--- src/rtl/multicycle_pkg.sv ---
// multicycle_pkg: opcodes, FSM states and mux-select encodings shared by control and datapath
package multicycle_pkg;
  localparam logic [3:0] OP_NOP = 4'h0;
  localparam logic [3:0] OP_ADD = 4'h1;
  localparam logic [3:0] OP_LW = 4'h2;
  localparam logic [3:0] OP_SW = 4'h3;
  localparam logic [3:0] OP_LI = 4'h4;
  localparam logic [3:0] OP_SUB = 4'h5;
  localparam logic [3:0] OP_BEQZ = 4'h8;
  localparam logic [3:0] OP_JR = 4'h9;
  localparam logic [3:0] OP_HALT = 4'hF;
  localparam logic [1:0] PC_INC = 2'b00;
  localparam logic [1:0] PC_REL = 2'b01;
  localparam logic [1:0] PC_REG = 2'b10;
  localparam logic [1:0] RF_ALU = 2'b00;
  localparam logic [1:0] RF_MDR = 2'b01;
  localparam logic [1:0] RF_IMM = 2'b10;
  typedef enum logic [2:0] {S_IDLE, S_FETCH, S_DECODE, S_EXEC, S_MEM, S_WB, S_HALT} state_t;
  function automatic logic is_legal(input logic [3:0] op);
    return op inside {OP_NOP, OP_ADD, OP_LW, OP_SW, OP_LI, OP_SUB, OP_BEQZ, OP_JR, OP_HALT};
  endfunction
endpackage

--- src/rtl/mc_ack_timer.sv ---
// mc_ack_timer: counts consecutive unacknowledged req cycles; expired pulses on the TIMEOUT-th (clk, rst, req, ack -> expired)
module mc_ack_timer #(
  parameter int TIMEOUT = 16
) (
  input  logic clk,
  input  logic rst,
  input  logic req,
  input  logic ack,
  output logic expired
);
  localparam int W = $clog2(TIMEOUT);
  localparam logic [W-1:0] LAST = W'(TIMEOUT - 1);
  logic [W-1:0] count;
  assign expired = req && !ack && count == LAST;
  always_ff @(posedge clk) begin
    if (rst || !req || ack || expired) count <= '0;
    else count <= count + 1'b1;
  end
endmodule

--- src/rtl/multicycle_ctrl.sv ---
// multicycle_ctrl: fetch/decode/exec/mem/wb sequencer driving datapath strobes, req/ack memory handshake, sticky error flags, retired count
module multicycle_ctrl
  import multicycle_pkg::*;
#(
  parameter int TIMEOUT = 16,
  parameter int CNTW = 16
) (
  input  logic clk,
  input  logic rst,
  input  logic start,
  input  logic [3:0] opcode,
  input  logic rd_zero,
  output logic imem_req,
  input  logic imem_ack,
  output logic dmem_req,
  output logic dmem_we,
  input  logic dmem_ack,
  output logic ir_we,
  output logic pc_we,
  output logic [1:0] pc_src,
  output logic alu_sub,
  output logic aluout_we,
  output logic mdr_we,
  output logic rf_we,
  output logic [1:0] rf_src,
  output logic busy,
  output logic halted,
  output logic illegal,
  output logic bus_err,
  output logic [CNTW-1:0] retired_cnt
);
  state_t state, next;
  logic expired, retire, set_ill, set_berr;
  // requests depend only on state so the timer's expired feeds back without a comb loop
  assign imem_req = state == S_FETCH;
  assign dmem_req = state == S_MEM;
  assign dmem_we = dmem_req && opcode == OP_SW;
  assign busy = state != S_IDLE && state != S_HALT;
  assign halted = state == S_HALT;
  mc_ack_timer #(.TIMEOUT(TIMEOUT)) u_timer (
    .clk(clk),
    .rst(rst),
    .req(imem_req || dmem_req),
    .ack(imem_req ? imem_ack : dmem_ack),
    .expired(expired)
  );
  always_ff @(posedge clk) begin
    if (rst) begin
      state <= S_IDLE;
      illegal <= 1'b0;
      bus_err <= 1'b0;
      retired_cnt <= '0;
    end else begin
      state <= next;
      illegal <= illegal || set_ill;
      bus_err <= bus_err || set_berr;
      retired_cnt <= retired_cnt + CNTW'(retire);
    end
  end
  always_comb begin
    next = state;
    ir_we = 1'b0;
    pc_we = 1'b0;
    pc_src = PC_INC;
    alu_sub = 1'b0;
    aluout_we = 1'b0;
    mdr_we = 1'b0;
    rf_we = 1'b0;
    rf_src = RF_ALU;
    set_ill = 1'b0;
    set_berr = 1'b0;
    case (state)
      S_IDLE: next = start ? S_FETCH : S_IDLE;
      S_FETCH: begin
        ir_we = imem_ack;
        next = imem_ack ? S_DECODE : expired ? S_HALT : S_FETCH;
        set_berr = !imem_ack && expired;
      end
      S_DECODE: begin
        pc_we = 1'b1;
        set_ill = !is_legal(opcode);
        next = set_ill || opcode == OP_HALT ? S_HALT
             : opcode inside {OP_ADD, OP_SUB, OP_BEQZ, OP_JR} ? S_EXEC
             : opcode inside {OP_LW, OP_SW} ? S_MEM
             : opcode == OP_LI ? S_WB : S_FETCH;
      end
      S_EXEC: begin
        aluout_we = opcode inside {OP_ADD, OP_SUB};
        alu_sub = opcode == OP_SUB;
        pc_we = opcode == OP_JR || (opcode == OP_BEQZ && rd_zero);
        pc_src = opcode == OP_JR ? PC_REG : opcode == OP_BEQZ ? PC_REL : PC_INC;
        next = aluout_we ? S_WB : S_FETCH;
      end
      S_MEM: begin
        mdr_we = dmem_ack && opcode == OP_LW;
        next = dmem_ack ? (opcode == OP_LW ? S_WB : S_FETCH) : expired ? S_HALT : S_MEM;
        set_berr = !dmem_ack && expired;
      end
      S_WB: begin
        rf_we = 1'b1;
        rf_src = opcode == OP_LW ? RF_MDR : opcode == OP_LI ? RF_IMM : RF_ALU;
        next = S_FETCH;
      end
      default: next = S_HALT;
    endcase
  end
  // an instruction retires when control returns to FETCH after the fetch stage, or on a decoded HALT
  assign retire = (next == S_FETCH && state inside {S_DECODE, S_EXEC, S_MEM, S_WB})
               || (state == S_DECODE && opcode == OP_HALT);
endmodule

--- config.mk ---
export PLATFORM = sky130hd
export DESIGN_NAME = multicycle_ctrl
export DESIGN_NICKNAME = d
export VERILOG_FILES = /design/src/rtl/multicycle_pkg.sv /design/src/rtl/mc_ack_timer.sv /design/src/rtl/multicycle_ctrl.sv
export SDC_FILE = /design/constraint.sdc
export NUM_CORES = 1
export LEC_CHECK = 0
export CORE_MARGIN = 2
export CORE_UTILIZATION = 49
export DETAILED_ROUTE_END_ITERATION = 8
export GPL_ROUTABILITY_DRIVEN = 0
export GPL_TIMING_DRIVEN = 0
export PLACE_DENSITY = 0.84
export SYNTH_ARGS = -nofsm -noshare
export SYNTH_HDL_FRONTEND = slang
export SYNTH_SLANG_ARGS = --single-unit
--- constraint.sdc ---
create_clock -name clk -period 5.88 [get_ports clk]
set_input_delay 0.588 -clock clk [delete_from_list [all_inputs] [get_ports clk]]
set_output_delay 0.588 -clock clk [all_outputs]
set_load 0.01 [all_outputs]
==> reports/results.ini, run 1 <==
[synth]
synthDistinctLibCells=39
post-synth-top-count-cell=nor2_1
yosysTopAreaCell=dfxtp_1
ys.flop_type=dfxtp_1
syn_inst=171
ys_ff_latch=25
synthArstFlopShare=0
synth_common_cells=29 x nor2_1, 25 x dfxtp_1, 10 x a21oi_1, 10 x xnor2_1, 9 x inv_1
synth_top_area_frac=0.361
yosysWarnings=0
syn_avg_cell_area_um2=8.10
synthesis.nets=184
syn_area_um2=1390
synth_edf_count=0
synthTopCellsByArea=dfxtp_1 36%, nor2_1 7.9%, xnor2_1 6.3%
seq_area_frac_synth=0.361

[critical_path]
critical_path.max_fanout=10
required_ns=6.09
ff2ff_setup_slack_ns=3.13
cp-start-kind=primary input
endpoint_kind=flop
arrival_ns=3.56
critPathMaxStageDelay_ns=0.47
path_class=primary input to flop
cp_cell_sequence=clkdlybuf4s50_1, clkbuf_1, nor4b_1, o311ai_1, o311ai_1, o32ai_1, ha_1, ha_1, nand4_1, nor4_1, xnor2_1, nor2_1
crit_slowest_cell=clkdlybuf4s50_1

[route]
wl_per_cell_um=13.1
drc=0
vias=1324
drtPass1Iterations=4
antenna_left=0
vias_per_cell=5.40
drtIter0Drc=54
wl_um=3200

[clock_network]
cts_setup_buffers=0
cts.path.max_buffers=2
clock_latency_ns=0.32
htreeDepth=1
cts.clk_slew.worst_paths_ns=0.13
cts_tree=built
cts_hold_buf=0
numCtsBuffers=3
clkSinkCount=25
cts_resized=0
cts-root-buf=clkbuf_4

[timing]
finClkSkew_ns=0.00219
fmax_ghz=0.299
drv_slew=0
finalCritPeriodShare=0.570
grt_setup_unrepaired=false
setup_viol=0
worst_pin_slew_ns=0.540
tns_ns=0
relSlewSlack=0.635
final-hold-violation-count=0
post-route-min-period_ns=3.35

[final_layout]
num_antenna_cells=0
synthToLayoutAreaGrowth_pct=32.9
multi_input_comb_area_um2=810
fillers=247
nets=228
final_util=0.679
final_layout_size_suffix_gt1_frac=0.0607
seq_area_um2=500

[placed_design]
dp_hpwl_um=2470
portBuffers=39

[grt]
grt_pass1_vias=1201
overflow=0
antenna_found_initial=0
grt_pass1_wl_um=5160
grt_start_max_net_pins=14
grt_usage=0.199

[floorplanning]
core-area_um2=2710
die_x_um=57.2
std_cell_rows=19
start_util=0.511
dieArea_um2=3270
num_io_pins=43
die_h_um=57.2

[min_path]
hold_path.class=flop to flop

[run_status]
status=completed

[run]
max-cap-violations=0

[power]
p_per_area_nw_per_um2=164
ir_drop_mv=0.145
p_leak_nw=0.669

## registers in the layout, summed over array words and instances, names as in the netlist
name,flops
retired_cnt,16
state,3
bus_err,1
illegal,1
u_timer.count,4
## path summary, 6_finish.rpt
path	start	end	depth (start not counted)
worst min register to register	u_timer.count[0]$_SDFF_PP0_	u_timer.count[0]$_SDFF_PP0_	1
worst max register to register	u_timer.count[0]$_SDFF_PP0_	retired_cnt[12]$_SDFF_PP0_	11
worst max-delay path	opcode[3]	retired_cnt[12]$_SDFF_PP0_	12
worst min-delay path	u_timer.count[0]$_SDFF_PP0_	u_timer.count[0]$_SDFF_PP0_	1
## cell usage in the layout, fill, tap and decap left out, types with 4 or more instances in the layout
master           count
clkdlybuf4s50_1     39
nor2_1              29
dfxtp_1             25
a21oi_1             10
xnor2_1             10
inv_1                9
clkbuf_1             8
nand2b_1             6
nand3_1              6
nor2b_1              6
o21ai_0              5
nor3b_1              4
nand2_1              4
nor4_1               4
## cells by family (layout without fill, tap and decap cells)
family,count (synthesis),after routing,synth area share
simple gates,83,83,0.340
compound gates,26,26,0.117
flops,25,25,0.361
buf+inv,19,62,0.0542
xor+xnor,13,13,0.0822
fa+ha+maj,3,3,0.0271
mux,2,2,0.0190
## cell type report
| cell class | instances | area share |
|---|---|---|
| multi-input combinational | 127 | 0.440 |
| inverter | 9 | 0.0184 |
| clock buffer | 4 | 0.0143 |
| sequential | 25 | 0.272 |
| buffer | 10 | 0.0224 |
| timing repair buffer | 39 | 0.212 |
| tap | 31 | 0.0211 |
## per-layer routing
metal  vias up  wire, um  share of wire  global-route usage
li1        676         -              -                   -
met1       603      1380           0.43               0.220
met2        39      1560           0.49               0.361
met3         6       185          0.058              0.0340
met4         0        82          0.026               0.103
met5         -         0              0                   0
## worst max-delay path: cells and delay by family
family | cells | cell delay, ns
and+or+nand+nor | 4 | 0.82
AOI/OAI and AO/OA | 3 | 0.70
adders and majority gates | 2 | 0.48
xor gates and xnor gates | 1 | 0.16
buffers and inverters | 2 | 0.81
## stage by stage
step                      hold WS, ns  cells  worst slack [ns]  power [mW]  area, um2
after floorplan                 0.418    171              3.26       0.208       1390
after global placement          0.427    241              2.35       0.227       1810
after detailed placement        0.439    241              2.18       0.229       1810
after CTS                       0.458    245              2.54       0.307       1840
after global routing            0.497    245              2.35       0.318       1840
final                           0.458    245              2.53       0.302       1840
## where the power goes
part / switching, mW / internal, mW
combinational: 0.0283 / 0.0239
clock: 0.0496 / 0.0266
sequential: 0.00166 / 0.172
total: 0.0796 / 0.223
(Power assumes the default switching activity.)
==> run 2, diff against run 1 <==
--- a/config.mk
+++ b/config.mk
@@ -6,11 +6,11 @@
 export NUM_CORES = 1
 export LEC_CHECK = 0
 export CORE_MARGIN = 2
-export CORE_UTILIZATION = 49
+export CORE_UTILIZATION = 41
 export DETAILED_ROUTE_END_ITERATION = 8
 export GPL_ROUTABILITY_DRIVEN = 0
 export GPL_TIMING_DRIVEN = 0
-export PLACE_DENSITY = 0.84
+export PLACE_DENSITY = 0.76
 export SYNTH_ARGS = -nofsm -noshare
 export SYNTH_HDL_FRONTEND = slang
 export SYNTH_SLANG_ARGS = --single-unit
==> constraint.sdc (replaced) <==
create_clock -name clk -period 2.9 [get_ports clk]
set_input_delay 0.29 -clock clk [delete_from_list [all_inputs] [get_ports clk]]
set_output_delay 0.29 -clock clk [all_outputs]
set_load 0.01 [all_outputs]
==> run 2 against run 1 <==
Net effect: register-to-register slack got worse by 2.9 ns; core utilization fell by 10 points; sequential cell count did not move; critical path depth decreased by 2; cell count increased by 6.9%; global-route usage fell by 4.1 points; design area increased by 3.3%; routed wire length is 6.7% lower; combinational power rose by 97%; total power grew 100%; clock power increased by 98%; worst hold slack worse by 0.024 ns; largest power group unchanged.
==> reports/results.ini, run 2 (synthesis gave the netlist of run 1 again) <==
[clock_network]
numCtsBuffers=3  ; unchanged
cts_tree=built
clkSinkCount=25  ; unchanged
htreeDepth=1  ; unchanged
cts.path.max_buffers=2  ; unchanged
cts.clk_slew.worst_paths_ns=0.14  ; about the same
cts_hold_buf=0  ; unchanged
cts-root-buf=clkbuf_4
clock_latency_ns=0.31  ; about the same

[timing]
finalCritPeriodShare=0.924
worst_pin_slew_ns=0.532  ; -0.00821 ns
final-hold-violation-count=0  ; unchanged
finClkSkew_ns=0.0128  ; +0.0106 ns
setup_viol=0  ; unchanged
drv_slew=0  ; unchanged
relSlewSlack=0.640  ; +0.00555
grt_setup_unrepaired=false
post-route-min-period_ns=2.68
fmax_ghz=0.373

[final_layout]
design_area_um2=1900  ; +3.3%
final_common_cell=clkdlybuf4s50_1
num_antenna_cells=0  ; unchanged
final_layout_size_suffix_gt1_frac=0.0926  ; +0.0318
nets=230  ; +0.88%
mostFrequentLayoutCells=38 x clkdlybuf4s50_1, 29 x nor2_1, 25 x dfxtp_1
largest_reg_flops=16  ; unchanged
synthToLayoutAreaGrowth_pct=37.3
top_regs=retired_cnt (16), u_timer.count (4), state (3)
top_register=retired_cnt
final_util=0.579  ; -0.100

[route]
antenna_left=0  ; unchanged
wl_per_cell_um=11.4  ; -13%
drtIter0Drc=79  ; +46%
drtPass1Iterations=4  ; unchanged
vias_per_cell=5.03  ; -6.8%
drc=0  ; unchanged
wl_um=2990  ; -6.7%
vias=1319  ; -0.38%

[critical_path]
endpoint_kind=flop
path_delay_family=simple AND/OR/NAND/NOR gates
path_class=flop to flop
arrival_ns=2.90  ; -0.66 ns
cp-start-kind=flop
required_ns=3.12  ; -2.97 ns
crit_slowest_cell=nor4_4
critPathMaxStageDelay_ns=0.45  ; -0.02 ns
cp_cell_sequence=buf_2, clkbuf_1, o21bai_1, a22oi_1, o32ai_1, ha_1, nand3_1, nor4_4, nand3_2, mux2_4
critical_path.max_fanout=10  ; unchanged
timing.critical_path.buf_inv=2  ; unchanged

[floorplanning]
num_io_pins=43  ; unchanged
std_cell_rows=21  ; +2
dieArea_um2=3860  ; +18%
start_util=0.422  ; -0.0894
core-area_um2=3280  ; +21%
die_h_um=62.1  ; +8.7%
die_x_um=62.1  ; +8.7%

[power]
p_leak_nw=0.691  ; +3.3%
p_per_area_nw_per_um2=319  ; +94%
ir_drop_mv=0.157  ; +7.7%

[run_status]
status=completed

[grt]
grt_usage=0.158  ; -0.0409
grt_pass1_wl_um=5140  ; -0.41%
grt_pass1_vias=1182  ; -1.6%
grt_start_max_net_pins=16  ; +2
antenna_found_initial=0  ; unchanged
overflow=0  ; unchanged

[min_path]
hold_path.class=primary input to flop

[placed_design]
placed_area_um2=1830  ; +1.0%
portBuffers=39  ; unchanged
dp_hpwl_um=2250  ; -9.0%

[run]
max-cap-violations=0  ; unchanged

## run 2: final timing paths
check | start | endpoint | slack [ns] | cells after the start
setup / recovery | state[0]$_SDFF_PP0_ | retired_cnt[13]$_SDFF_PP0_ | 0.22 | 10
hold / removal | opcode[1] | illegal$_SDFF_PP0_ | 0.43 | 4
setup reg to reg | state[0]$_SDFF_PP0_ | retired_cnt[13]$_SDFF_PP0_ | 0.22 | 10
hold reg to reg | u_timer.count[0]$_SDFF_PP0_ | u_timer.count[0]$_SDFF_PP0_ | 0.46 | 1
## run 2: stage by stage
step	setup slack (ns)	hold WS (ns)	TNS [ns]	std cells	power [mW]
floorplan	0.582	0.418	0	171	0.423
global placement	-0.326	0.433	-1.84	256	0.463
detailed placement	-0.303	0.439	-1.54	256	0.464
CTS	0.00779	0.422	0	260	0.616
global route	0.000987	0.469	0	262	0.642
finish	0.220	0.434	0	262	0.607
## run 2: layout make-up
type                    count  area [um2]
repair buffers             42         415
clock buffers               3        22.5
well taps                  46        57.6
clock inverters             1        7.51
flip-flops and latches     25         500
inverters                   9        33.8
multi-input cells         127         827
plain buffers               9        37.5
fillers                   304        1380
## run 2: repair_timing
| item | 4_1_cts | 5_1_grt |
|---|---|---|
| gates resized for setup | 0 | 4 |
| setup buffers | 0 | 3 |
| setup endpoints to repair | 0 | 8 |
| endpoints found under the hold margin | 0 | 0 |
## run 2: tightest hold or removal path, stage by stage
cell and delay [ns]:
buf_2 0.15, nand4_1 0.12, a31oi_1 0.09, nor2_1 0.07
## run 2: metal layers
| layer | global-route usage | part of all wire | up-vias |
|---|---|---|---|
| met5 | 0 | 0 | - |
| met4 | 0.0417 | 0.0070 | 0 |
| met3 | 0.0272 | 0.044 | 2 |
| met2 | 0.255 | 0.46 | 34 |
| met1 | 0.218 | 0.49 | 600 |
| li1 | - | - | 683 |
## run 2: power by group
part / internal, mW / leakage [nW] / switching [mW]
Clock: 0.0525 / 0.0139 / 0.0988
Combinational: 0.0480 / 0.475 / 0.0549
Sequential: 0.349 / 0.202 / 0.00372
Total: 0.450 / 0.691 / 0.157
==> run 3, diff against run 2 <==
--- a/config.mk
+++ b/config.mk
@@ -6,11 +6,11 @@
 export NUM_CORES = 1
 export LEC_CHECK = 0
 export CORE_MARGIN = 2
-export CORE_UTILIZATION = 41
+export CORE_UTILIZATION = 49
 export DETAILED_ROUTE_END_ITERATION = 8
 export GPL_ROUTABILITY_DRIVEN = 0
 export GPL_TIMING_DRIVEN = 0
-export PLACE_DENSITY = 0.76
+export PLACE_DENSITY = 0.84
 export SYNTH_ARGS = -nofsm -noshare
 export SYNTH_HDL_FRONTEND = slang
 export SYNTH_SLANG_ARGS = --single-unit
==> constraint.sdc (replaced) <==
create_clock -name clk -period 3.1 [get_ports clk]
set_input_delay 0.31 -clock clk [delete_from_list [all_inputs] [get_ports clk]]
set_output_delay 0.31 -clock clk [all_outputs]
set_load 0.01 [all_outputs]
==> run 3 against run 2 <==
Net effect: cell count down 6.9%; register-to-register slack better by 0.13 ns; critical path depth up 1; sequential cell count unchanged; die area down 15%; total power down 5.7%; global-route usage up 4.1 points; core utilization up 10 points; via count down 0.76%; critical path type unchanged; critical endpoint is now retired_cnt[12]$_SDFF_PP0_; largest cell class unchanged; largest power group unchanged.
==> reports/results.ini, run 3 (synthesis gave the netlist of run 1 again) <==
[final_layout]
mostFrequentLayoutCells=38 x clkdlybuf4s50_1, 29 x nor2_1, 25 x dfxtp_1
largest_reg_flops=16  ; unchanged
final_layout_size_suffix_gt1_frac=0.0610  ; -0.0316
nets=227  ; -1.3%
num_antenna_cells=0  ; unchanged
final_common_cell=clkdlybuf4s50_1
stdcell_count=244  ; -6.9%
top_register=retired_cnt
design_area_um2=1840  ; -3.3%
synthToLayoutAreaGrowth_pct=32.8
top_regs=retired_cnt (16), u_timer.count (4), state (3)

[power]
combPwrFrac=0.172  ; +0.003
p_leak_nw=0.677  ; -2.1%
p_per_area_nw_per_um2=311  ; -2.5%
fin_total_pwr_mw=0.573  ; -5.7%
netSwitchingFraction=0.263  ; +0.00349
clkPwrFrac=0.252  ; +0.003
p_switching_mw=0.150  ; -4.4%
p_int_mw=0.422  ; -6.2%
p_seq_frac=0.576  ; -0.005
ir_drop_mv=0.277  ; +77%

[clock_network]
cts.path.max_buffers=2  ; unchanged
clkSinkCount=25  ; unchanged
cts.clk_slew.worst_paths_ns=0.13  ; about the same
cts_hold_buf=0  ; unchanged
clock_latency_ns=0.32  ; about the same
htreeDepth=1  ; unchanged
cts_tree=built
numCtsBuffers=3  ; unchanged
cts-root-buf=clkbuf_4

[route]
wl_per_cell_um=13.1  ; +15%
vias_per_cell=5.36  ; +6.6%
drtIter0Drc=49  ; -38%
drtPass1Iterations=4  ; unchanged
drc=0  ; unchanged
vias=1309  ; -0.76%
antenna_left=0  ; unchanged
wl_um=3200  ; +6.9%

[timing]
drv_slew=0  ; unchanged
finClkSkew_ns=0.00246  ; -0.0103 ns
grt_setup_unrepaired=false
worst_pin_slew_ns=0.546  ; +0.0139 ns
post-route-min-period_ns=2.75  ; +0.0711 ns
final-hold-violation-count=0  ; unchanged
finalCritPeriodShare=0.888  ; -0.0367
setup_viol=0  ; unchanged
fmax_ghz=0.363  ; -2.6%
relSlewSlack=0.631  ; -0.00938
finalWorstSetupSlack_ns=0.349  ; +0.129 ns

[floorplanning]
dieArea_um2=3270  ; -15%
std_cell_rows=19  ; -9.5%
num_io_pins=43  ; unchanged
start_util=0.511  ; +0.0894
die_h_um=57.2  ; -8.0%
die_x_um=57.2  ; -8.0%
core-area_um2=2710  ; -17%

[min_path]
hold_path.class=flop to flop
min_from=u_timer.count[0]$_SDFF_PP0_

[grt]
grt_start_max_net_pins=14  ; -2
grt_pass1_wl_um=5160  ; +0.41%
antenna_found_initial=0  ; unchanged
overflow=0  ; unchanged
grt_usage=0.199  ; +0.0409
grt_pass1_vias=1201  ; +1.6%

[placed_design]
dp_hpwl_um=2470  ; +9.9%
dp.cells=241  ; -5.9%
portBuffers=39  ; unchanged
pre_cts_ws_ns=-0.324  ; -0.0204 ns
placed_area_um2=1810  ; -1.0%

[critical_path]
critPathMaxStageDelay_ns=0.36  ; -0.09 ns
endpoint_kind=flop
cp-endpoint=retired_cnt[12]$_SDFF_PP0_
crit_slowest_cell=nor4_1
ff2ff_setup_slack_ns=0.35  ; +0.13 ns
arrival_ns=2.96  ; +0.06 ns
critPathLaunch=u_timer.count[0]$_SDFF_PP0_
path_delay_family=simple AND/OR/NAND/NOR gates
path_class=flop to flop
rr_worst_depth=11  ; +1
critical_path.max_fanout=6  ; -4
path_depth=11  ; +1
timing.critical_path.buf_inv=0  ; -2
rr_endpoint=retired_cnt[12]$_SDFF_PP0_
cp-start-kind=flop
required_ns=3.31  ; +0.19 ns
cp_cell_sequence=ha_1, and3_1, a22oi_1, o311ai_1, o32ai_1, ha_1, ha_1, nand4_1, nor4_1, xnor2_1, nor2_1
cpMostUsedCell=ha_1
r2r_start=u_timer.count[0]$_SDFF_PP0_

[run_status]
status=completed

[run]
max-cap-violations=0  ; unchanged

[run 3: cell types whose count changed in the layout (fill, tap and decap cells not counted)]
cell,change
buf_4,-3
nor4_2,-2
clkbuf_1,+1
nor3_1,+1
clkinvlp_4,-1
nor3_2,-1
nor4_1,+2
[run 3: worst min-delay path by stage]
stage | end | depth (start not counted)
floorplan | u_timer.count[0]$_SDFF_PP0_ | 1
finish | u_timer.count[0]$_SDFF_PP0_ | 1
CTS | illegal$_SDFF_PP0_ | 4
global route | illegal$_SDFF_PP0_ | 4
detailed placement | u_timer.count[0]$_SDFF_PP0_ | 1
global placement | u_timer.count[0]$_SDFF_PP0_ | 1
[run 3: power by group through the flow]
stage / clock [mW] / sequential [mW] / combinational [mW]
floorplan: 0 / 0.337 / 0.0579
global placement: 0 / 0.337 / 0.0940
detailed placement: 0 / 0.337 / 0.0980
CTS: 0.153 / 0.330 / 0.0984
global route: 0.164 / 0.331 / 0.107
finish: 0.144 / 0.330 / 0.0983
[run 3: cell type report]
class | count | area, um2
Buffer | 9 | 37.5
Multi-Input combinational cell | 127 | 810
Fill cell | 245 | 871
Sequential cell | 25 | 500
Tap cell | 31 | 38.8
Timing Repair Buffer | 39 | 393
Inverter | 9 | 33.8
Clock buffer | 4 | 26.3
[run 3: worst register-to-register path: cells and delay by family (launching register included)]
kind	cells	cell delay, ns
flops	1	0.35
simple gates	4	0.87
xor+xnor	1	0.16
fa+ha+maj	3	0.70
compound gates	3	0.57
[run 3: metrics by stage]
| stage | TNS (ns) | utilization | hold slack [ns] |
|---|---|---|---|
| after global routing | 0 | 0.679 | 0.486 |
| after floorplan | 0 | - | 0.418 |
| after global placement | -0.526 | 0.669 | 0.427 |
| after detailed placement | -1.75 | 0.669 | 0.439 |
| final | 0 | 0.679 | 0.459 |
| after CTS | 0 | 0.679 | 0.449 |
[run 3: per-layer routing]
| layer | track usage | part of all wire | vias up |
|---|---|---|---|
| li1 | - | - | 674 |
| met1 | 0.220 | 0.43 | 590 |
| met2 | 0.361 | 0.49 | 39 |
| met3 | 0.0340 | 0.055 | 6 |
| met4 | 0.103 | 0.026 | 0 |
| met5 | 0 | 0 | - |
[run 3: what timing repair did]
item / in CTS / in global routing
endpoints found under the setup margin: 0 / 5
setup buffers: 0 / 0
resized for setup: 0 / 1
